**src/rtl/mem_port_arbiter.sv**
```systemverilog
// mem_port_arbiter: shares one single-ported backing memory between the fetch (I) and data (D) ports.
// Data has priority, a starvation counter guarantees fetch progress, and a flush drops an in-flight fetch.
module mem_port_arbiter #(
    parameter int STARVE_LIMIT = 2,
    parameter int TIMEOUT      = 32
) (
    input  logic        clk,
    input  logic        rst,
    input  logic        iReq,
    input  logic [15:0] iAddr,
    input  logic        iFlush,
    input  logic        dReq,
    input  logic        dWr,
    input  logic [15:0] dAddr,
    input  logic [15:0] dWrData,
    output logic        memEn,
    output logic        memWr,
    output logic [15:0] memAddr,
    output logic [15:0] memWrData,
    input  logic [15:0] memRdData,
    input  logic        memDone,
    output logic        iDone,
    output logic [15:0] iData,
    output logic        iStall,
    output logic        dDone,
    output logic [15:0] dData,
    output logic        dStall,
    output logic        err
);
    typedef enum logic [1:0] {IDLE, I_BUSY, D_BUSY} stateT;

    localparam logic [3:0] STARVE_MAX = 4'(STARVE_LIMIT);
    localparam logic [7:0] TO_LAST    = 8'(TIMEOUT - 1);

    stateT      state;
    logic [3:0] starveCnt;
    logic [7:0] toCnt;
    logic       drop;
    logic       iCand;
    logic       canGrant;
    logic       grantI;
    logic       grantD;
    logic       timeout;

    assign iStall = iReq & ~iDone;
    assign dStall = dReq & ~dDone;

    // A fetch flushed in the same cycle is not a candidate at all.
    assign iCand    = iReq & ~iFlush;
    assign canGrant = (state == IDLE) & ~iDone & ~dDone & ~err;
    assign grantD   = canGrant & dReq & (~iCand | (starveCnt < STARVE_MAX));
    assign grantI   = canGrant & iCand & (~dReq | (starveCnt >= STARVE_MAX));
    assign timeout  = (state != IDLE) & ~memDone & (toCnt == TO_LAST);

    always_ff @(posedge clk or negedge rst) begin
        if (!rst) begin
            state     <= IDLE;
            memEn     <= 1'b0;
            memWr     <= 1'b0;
            memAddr   <= '0;
            memWrData <= '0;
            iDone     <= 1'b0;
            dDone     <= 1'b0;
            iData     <= '0;
            dData     <= '0;
            err       <= 1'b0;
            starveCnt <= '0;
            toCnt     <= '0;
            drop      <= 1'b0;
        end else begin
            memEn <= 1'b0;
            iDone <= 1'b0;
            dDone <= 1'b0;
            if (grantD | grantI) begin
                state     <= grantD ? D_BUSY : I_BUSY;
                memEn     <= 1'b1;
                memWr     <= grantD & dWr;
                memAddr   <= grantD ? dAddr : iAddr;
                memWrData <= grantD ? dWrData : memWrData;
                starveCnt <= grantI ? '0 : (iCand ? starveCnt + 4'd1 : starveCnt);
            end
            if (state == IDLE && memDone)
                err <= 1'b1;
            if (state != IDLE) begin
                if (memDone) begin
                    state <= IDLE;
                    toCnt <= '0;
                    drop  <= 1'b0;
                    if (state == D_BUSY) begin
                        dDone <= 1'b1;
                        if (!memWr)
                            dData <= memRdData;
                    end else if (!(drop | iFlush)) begin
                        iDone <= 1'b1;
                        iData <= memRdData;
                    end
                end else if (timeout) begin
                    err   <= 1'b1;
                    state <= IDLE;
                    toCnt <= '0;
                    drop  <= 1'b0;
                end else begin
                    toCnt <= toCnt + 8'd1;
                    if (state == I_BUSY && iFlush)
                        drop <= 1'b1;
                end
            end
        end
    end
endmodule

```
**config.mk**
```make
export PLATFORM = sky130hd
export DESIGN_NAME = mem_port_arbiter
export DESIGN_NICKNAME = d
export VERILOG_FILES = /design/src/rtl/mem_port_arbiter.sv
export SDC_FILE = /design/constraint.sdc
export NUM_CORES = 1
export LEC_CHECK = 0
export ABC_AREA = 1
export BUFFER_PORTS_ARGS = -buffer_cell sky130_fd_sc_hd__buf_2
export CAP_MARGIN = 10
export CORE_MARGIN = 2
export CORE_UTILIZATION = 45
export DETAILED_ROUTE_END_ITERATION = 16
export PLACE_DENSITY = 0.79
export SYNTH_ARGS = -nofsm -noshare
export SYNTH_HDL_FRONTEND = slang
export SYNTH_SLANG_ARGS = --single-unit
```
**constraint.sdc**
```tcl
create_clock -name clk -period 2 [get_ports clk]
set_clock_uncertainty 0.15 [all_clocks]
set_input_delay 0.3 -clock clk [delete_from_list [all_inputs] [get_ports clk]]
set_output_delay 0.3 -clock clk [all_outputs]
set_load 0.005 [all_outputs]
```
# Word-level counts from Yosys, hierarchy flattened
# Cells that the tools add are included.
[classes]
mul = 0
magnitude_cmp = 2
n_eq_ne = 3
shift = 0
reduce_logical = 11
div_mod_pow = 0
n_addsub = 2
n_mux = 25
bitwise_logic = 27
[ops]
columns = ["op", "count"]
rows = [
  ["two-way mux 16 bit", 1],
  ["two-way mux 8 bit", 2],
  ["two-way mux 1 bit", 15],
  ["AND 1 bit", 13],
  ["two-way mux 2 bit", 5],
  ["inverter 1 bit", 10],
  ["adder 8 x 1 -> 8 bit, second input constant", 1],
  ["== test 8 x 5 -> 1 bit, second input constant", 1],
  ["two-way mux 4 bit", 2],
  ["AND reduction 4 bit", 2],
  ["AND reduction 2 bit", 3],
  ["adder 4 x 1 -> 4 bit, second input constant", 1],
  [">= comparator 4 x 2 -> 1 bit, second input constant", 1],
  ["less-than comparator 4 x 2 -> 1 bit, second input constant", 1],
  ["bitwise OR 1 bit", 4],
  ["nonzero test 2 bit", 2],
  ["nonzero test 3 bit", 1],
  ["== test 2 x 1 -> 1 bit, second input constant", 1],
  ["== test 2 bit, second input constant", 1],
  ["logical AND 1 bit", 2],
  ["zero test 2 bit", 1],
]
[word_totals]
memories = 0
ramBits = 0
register_bits = 84
latchBits = 0
rom_bits = 0
in_bits = 71
elab_cells = 83

# Depth between registers and ports, before layout
[depth]
ltp_word = 11
mapped_depth = 9
mapped_depth_nobuf = 8

# Least setup slack after synthesis
# Ideal clock, no wire load.
[synth_timing]
path_kind = "flip-flop to flip-flop"
from = "register state[0]"
to = "register memAddr[10]"
t_arrival_ns = 1.288
period_less_slack_ns = 1.555
path_stages_with_launch = 9
setup_slack_ns = 0.445
n_path_buf = 2
path_cell_list = "dfrtp_1 > nor2_4 > inv_4 > nor2_8 > nand3_2 > buf_6 > buf_6 > nand3_1 > nand2_1"
[synth_between]
elab_chain_cells = 7
elab_cells_between_ends = 10
classes_between = "1 x mux; 8 x bitwise; 1 x reduce/logical"
[synth_lines]
columns = ["item", "line_no", "source"]
rows = [
  ["from (decl)", "35", "stateT state;"],
  ["from (signal assigned)", "75", "state <= grantD ? D_BUSY : I_BUSY;"],
  ["zero test 2 bit *", "50", "assign canGrant = (state == IDLE) & ~iDone & ~dDone & ~err;"],
  ["AND 1 bit * (3 in series)", "50", ""],
  ["AND 1 bit (on tied branches) (2 in series)", "51, 52", ""],
  ["two-way mux 16 bit / bitwise OR 1 bit (equally long branches)", "78, 74", ""],
  ["to (signal assigned)", "78", "memAddr <= grantD ? dAddr : iAddr;"],
  ["to (decl)", "18", "output logic [15:0] memAddr,"],
]
# Mark *: on every way between the ends. The rest lies on a longest branch, timed or not.
# A chain may end at the register's enable or synchronous reset.

# Worst setup path in the final report
[layout_timing]
from = "register state[1]"
to = "register memAddr[13]"
# The elaborated chain is that of the path after synthesis.

==> key figures <==
Clock network
  • H-Tree Depth: 3
  • Post_cts resized: 0
  • Worst-path clk slew: ~0.090 ns
  • CTS root buf: clkbuf_8
  • CTS Sinks: 84
  • Clk_lat worst skew: between 0.3 and 0.4 ns
  • Total CTS buffers: 9
  • TritonCTS clock tree: yes
  • Max clock buf depth: 2

Die
  • Die W: ~95 um
  • Die area: between 0.009 and 0.01 sq mm
  • Core Region: 0.00813 sq mm
  • Die height: 95.2 um
  • IO Pins: around 140
  • Row count: 33
  • Effective utilization at floorplan: 46.0%

Yosys
  • Most used flip-flop cell after synthesis: dfrtp_1
  • Synth cell types: 29
  • Post-synth EDFFs: 0
  • Mapped cell area: around 0.0037 sq mm
  • Post-synthesis sequential area ratio: a little under three fifths
  • Synth top area share: between 50% and 60%
  • Commonest cells in the synthesized netlist: 136 x nand2_1, 84 x dfrtp_1, 66 x inv_1
  • Synth top area cells: dfrtp_1 56%, nand2_1 14%, nand3_1 7.8%
  • Syn_area_per_cell: about 8.5 sq um
  • Synthesized flop and latch total: 84
  • Warnings from Yosys: 0
  • Top-count cell post-synth: nand2_1
  • Syn nets: 516
  • Async S/R FF share, synth: 100%
  • Dominant cell type by area after synthesis: dfrtp_1
  • Syn Inst Count: roughly 440

Power
  • Peak supply drop: 0.733 mV
  • Power Dens Cells: around 1200 mW/mm^2
  • Switch share: about a third
  • Comb power frac: a little under a third
  • Sw Pwr: 1.96 mW
  • Clock share of power: a little over a fifth
  • Leakage power: roughly 2.9 nW
  • Seq pwr share: ~48%
  • Internal: between 3 and 4 mW

Detailed routing
  • TritonRoute pass-1 iters: 4
  • DRC viols: 0
  • DRT met1 WL: 3900 um
  • Vias/cell: about 4.8
  • Via count: between 3000 and 4000
  • Initial drt markers: 210
  • Routed length on met3: roughly 740 um
  • Top Layer Used: met5
  • DRT Wirelength: 9200 um
  • WL/cell: between 10 and 15 um
  • Remaining antenna violation count: 0
  • Metal2 WL: between 4000 and 5000 um

Cells and area
  • Share of cells above drive strength 1: between 20% and 30%
  • Antenna Cells: 0
  • Final Non-Filler Cells: slightly above 700
  • Layout area overhead: 31.8%
  • # fillers: 698
  • Nets: slightly below 700
  • Core Util, Final: 60.7%

Global route
  • Initial antenna violation count: 1
  • First-pass GRT wire length: between 10000 and 15000 um
  • Number of global-route vias before repair: roughly 3300
  • Total track usage: about a fifth
  • Largest net degree at the start of global routing: 39
  • Total gr overflow: 0

Worst hold path
  • Hold Path Sink: memWr$_DFFE_PN0N_
  • Hold_sp: dWr
  • Hold-critical path depth: 3
  • Class of the tightest hold or removal check: input pin to flop

Critical path
  • CP Max Fanout: 18
  • Critical Path Sink Type: flop
  • Reg2Reg Setup Slack: 0.18 ns
  • Startpoint types: flop
  • Req. time, crit path: between 2 and 2.5 ns
  • WS Path Type: flop to flop
  • Worst reg2reg path depth: 7
  • CP arrival: slightly below 2 ns
  • Worst r2r src: state[1]$_DFF_PN0_
  • RR Endpoint: memAddr[13]$_DFFE_PN0N_

Place
  • DP Wirelength: about 6700 um
  • Placed insts: around 700
  • IO buf count: 141
  • Routability cong.: 0.906

Timing
  • Worst Max-Slew Pin Slew: around 0.4 ns
  • Period minus WS final: 1.82 ns
  • Crit share post-route: 90.8%
  • FMAX: 0.551 GHz
  • RSZ-0062 raised after global routing: false
  • Final Hold Fails: 0
  • Setup_tns: 0 ns
  • Final setup violation count: 0
  • Worst rel slew slack: approximately three quarters
  • Fin. max-slew vios: 0

Job
  • Max cap viols: 0

Run status
  • Outcome: finished clean
## cells by family after synthesis
group                    Yosys count  share of synthesized area (%)
AO/OA/AOI/OAI                     44                           6.08
AND/OR/NAND/NOR                  223                           26.0
flip-flops                        84                           56.1
XOR/XNOR                           3                          0.702
buffers and inverters             85                           10.1
adder cells (fa/ha/maj)            3                           1.00
## registers in the layout, indices dropped and copies added (netlist names)
signal,count
memWrData,16
iDone,1
memEn,1
dData,16
err,1
dDone,1
state,2
iData,16
memWr,1
memAddr,16
starveCnt,4
toCnt,8
drop,1
## placed cells by master, fill, tap and decap left out, types with 3 or more instances in the layout
master         count
inv_1             66
ha_1               3
buf_4              8
nor2_1            18
nand2_1          136
clkinvlp_4         3
dlygate4sd3_1     17
clkbuf_8          10
o21ai_0           38
buf_2            140
dfrtp_1           84
nand3_1           58
## power groups by stage
stage	Sequential, mW	Clock, mW	Combinational, mW
floorplan	2.79	0	0.801
global placement	2.76	0	1.68
detailed placement	2.77	0	1.75
CTS	2.76	1.29	1.78
global route	2.84	1.35	2.01
finish	2.77	1.25	1.76
## final cells by class
| class | instances | area [sq um] | share of cell area [%] |
|---|---|---|---|
| inverter | 68 | 258 | 5.22 |
| sequential | 84 | 2100 | 42.6 |
| multi-input combinational | 273 | 1260 | 25.6 |
| timing repair buffer | 167 | 971 | 19.7 |
| clock inverter | 6 | 70.1 | 1.42 |
| clock buffer | 10 | 138 | 2.79 |
| tap | 105 | 131 | 2.66 |
## stage by stage
stage / worst slack, ns / area, sq um / hold WS [ns] / power, mW
5_1_grt: 0.0480 / 4930 / 0.0445 / 6.20
3_5_place_dp: 0.206 / 4560 / 0.0525 / 4.52
6_report: 0.184 / 4930 / 0.0381 / 5.77
3_3_place_gp: 0.291 / 4560 / 0.0541 / 4.44
4_1_cts: 0.193 / 4930 / 0.0215 / 5.83
2_1_floorplan: 0.445 / 3740 / -0.146 / 3.59
## worst max path at each step
stage | to | startpoint | depth (start not counted)
2_1_floorplan | memAddr[10]$_DFFE_PN0N_ | state[0]$_DFF_PN0_ | 8
3_5_place_dp | memAddr[9]$_DFFE_PN0N_ | state[0]$_DFF_PN0_ | 7
5_1_grt | memAddr[9]$_DFFE_PN0N_ | dDone$_DFF_PN0_ | 7
6_report | memAddr[13]$_DFFE_PN0N_ | state[1]$_DFF_PN0_ | 7
3_3_place_gp | memAddr[4]$_DFFE_PN0N_ | state[0]$_DFF_PN0_ | 7
4_1_cts | memAddr[9]$_DFFE_PN0N_ | state[1]$_DFF_PN0_ | 7
## what timing repair did
item,4_1_cts,5_1_grt
endpoints found under the hold margin,74,0
hold buffers,17,0
setup buffers,0,0
## critical path, stage by stage (launching register included)
cell and delay (ns):
dfrtp_1 0.43, nor2_4 0.23, inv_4 0.09, nor2_8 0.14, nand3_2 0.23, nand2_4 0.27
nand3_1 0.12, nand2_1 0.09
## layer usage
| layer | track usage [%] | vias up |
|---|---|---|
| met3 | 7.11 | 16 |
| met1 | 25.2 | 1561 |
| li1 | - | 1692 |
| met5 | 0 | - |
| met2 | 33.5 | 125 |
| met4 | 8.09 | 2 |
Power figures use the tool's default switching activity.
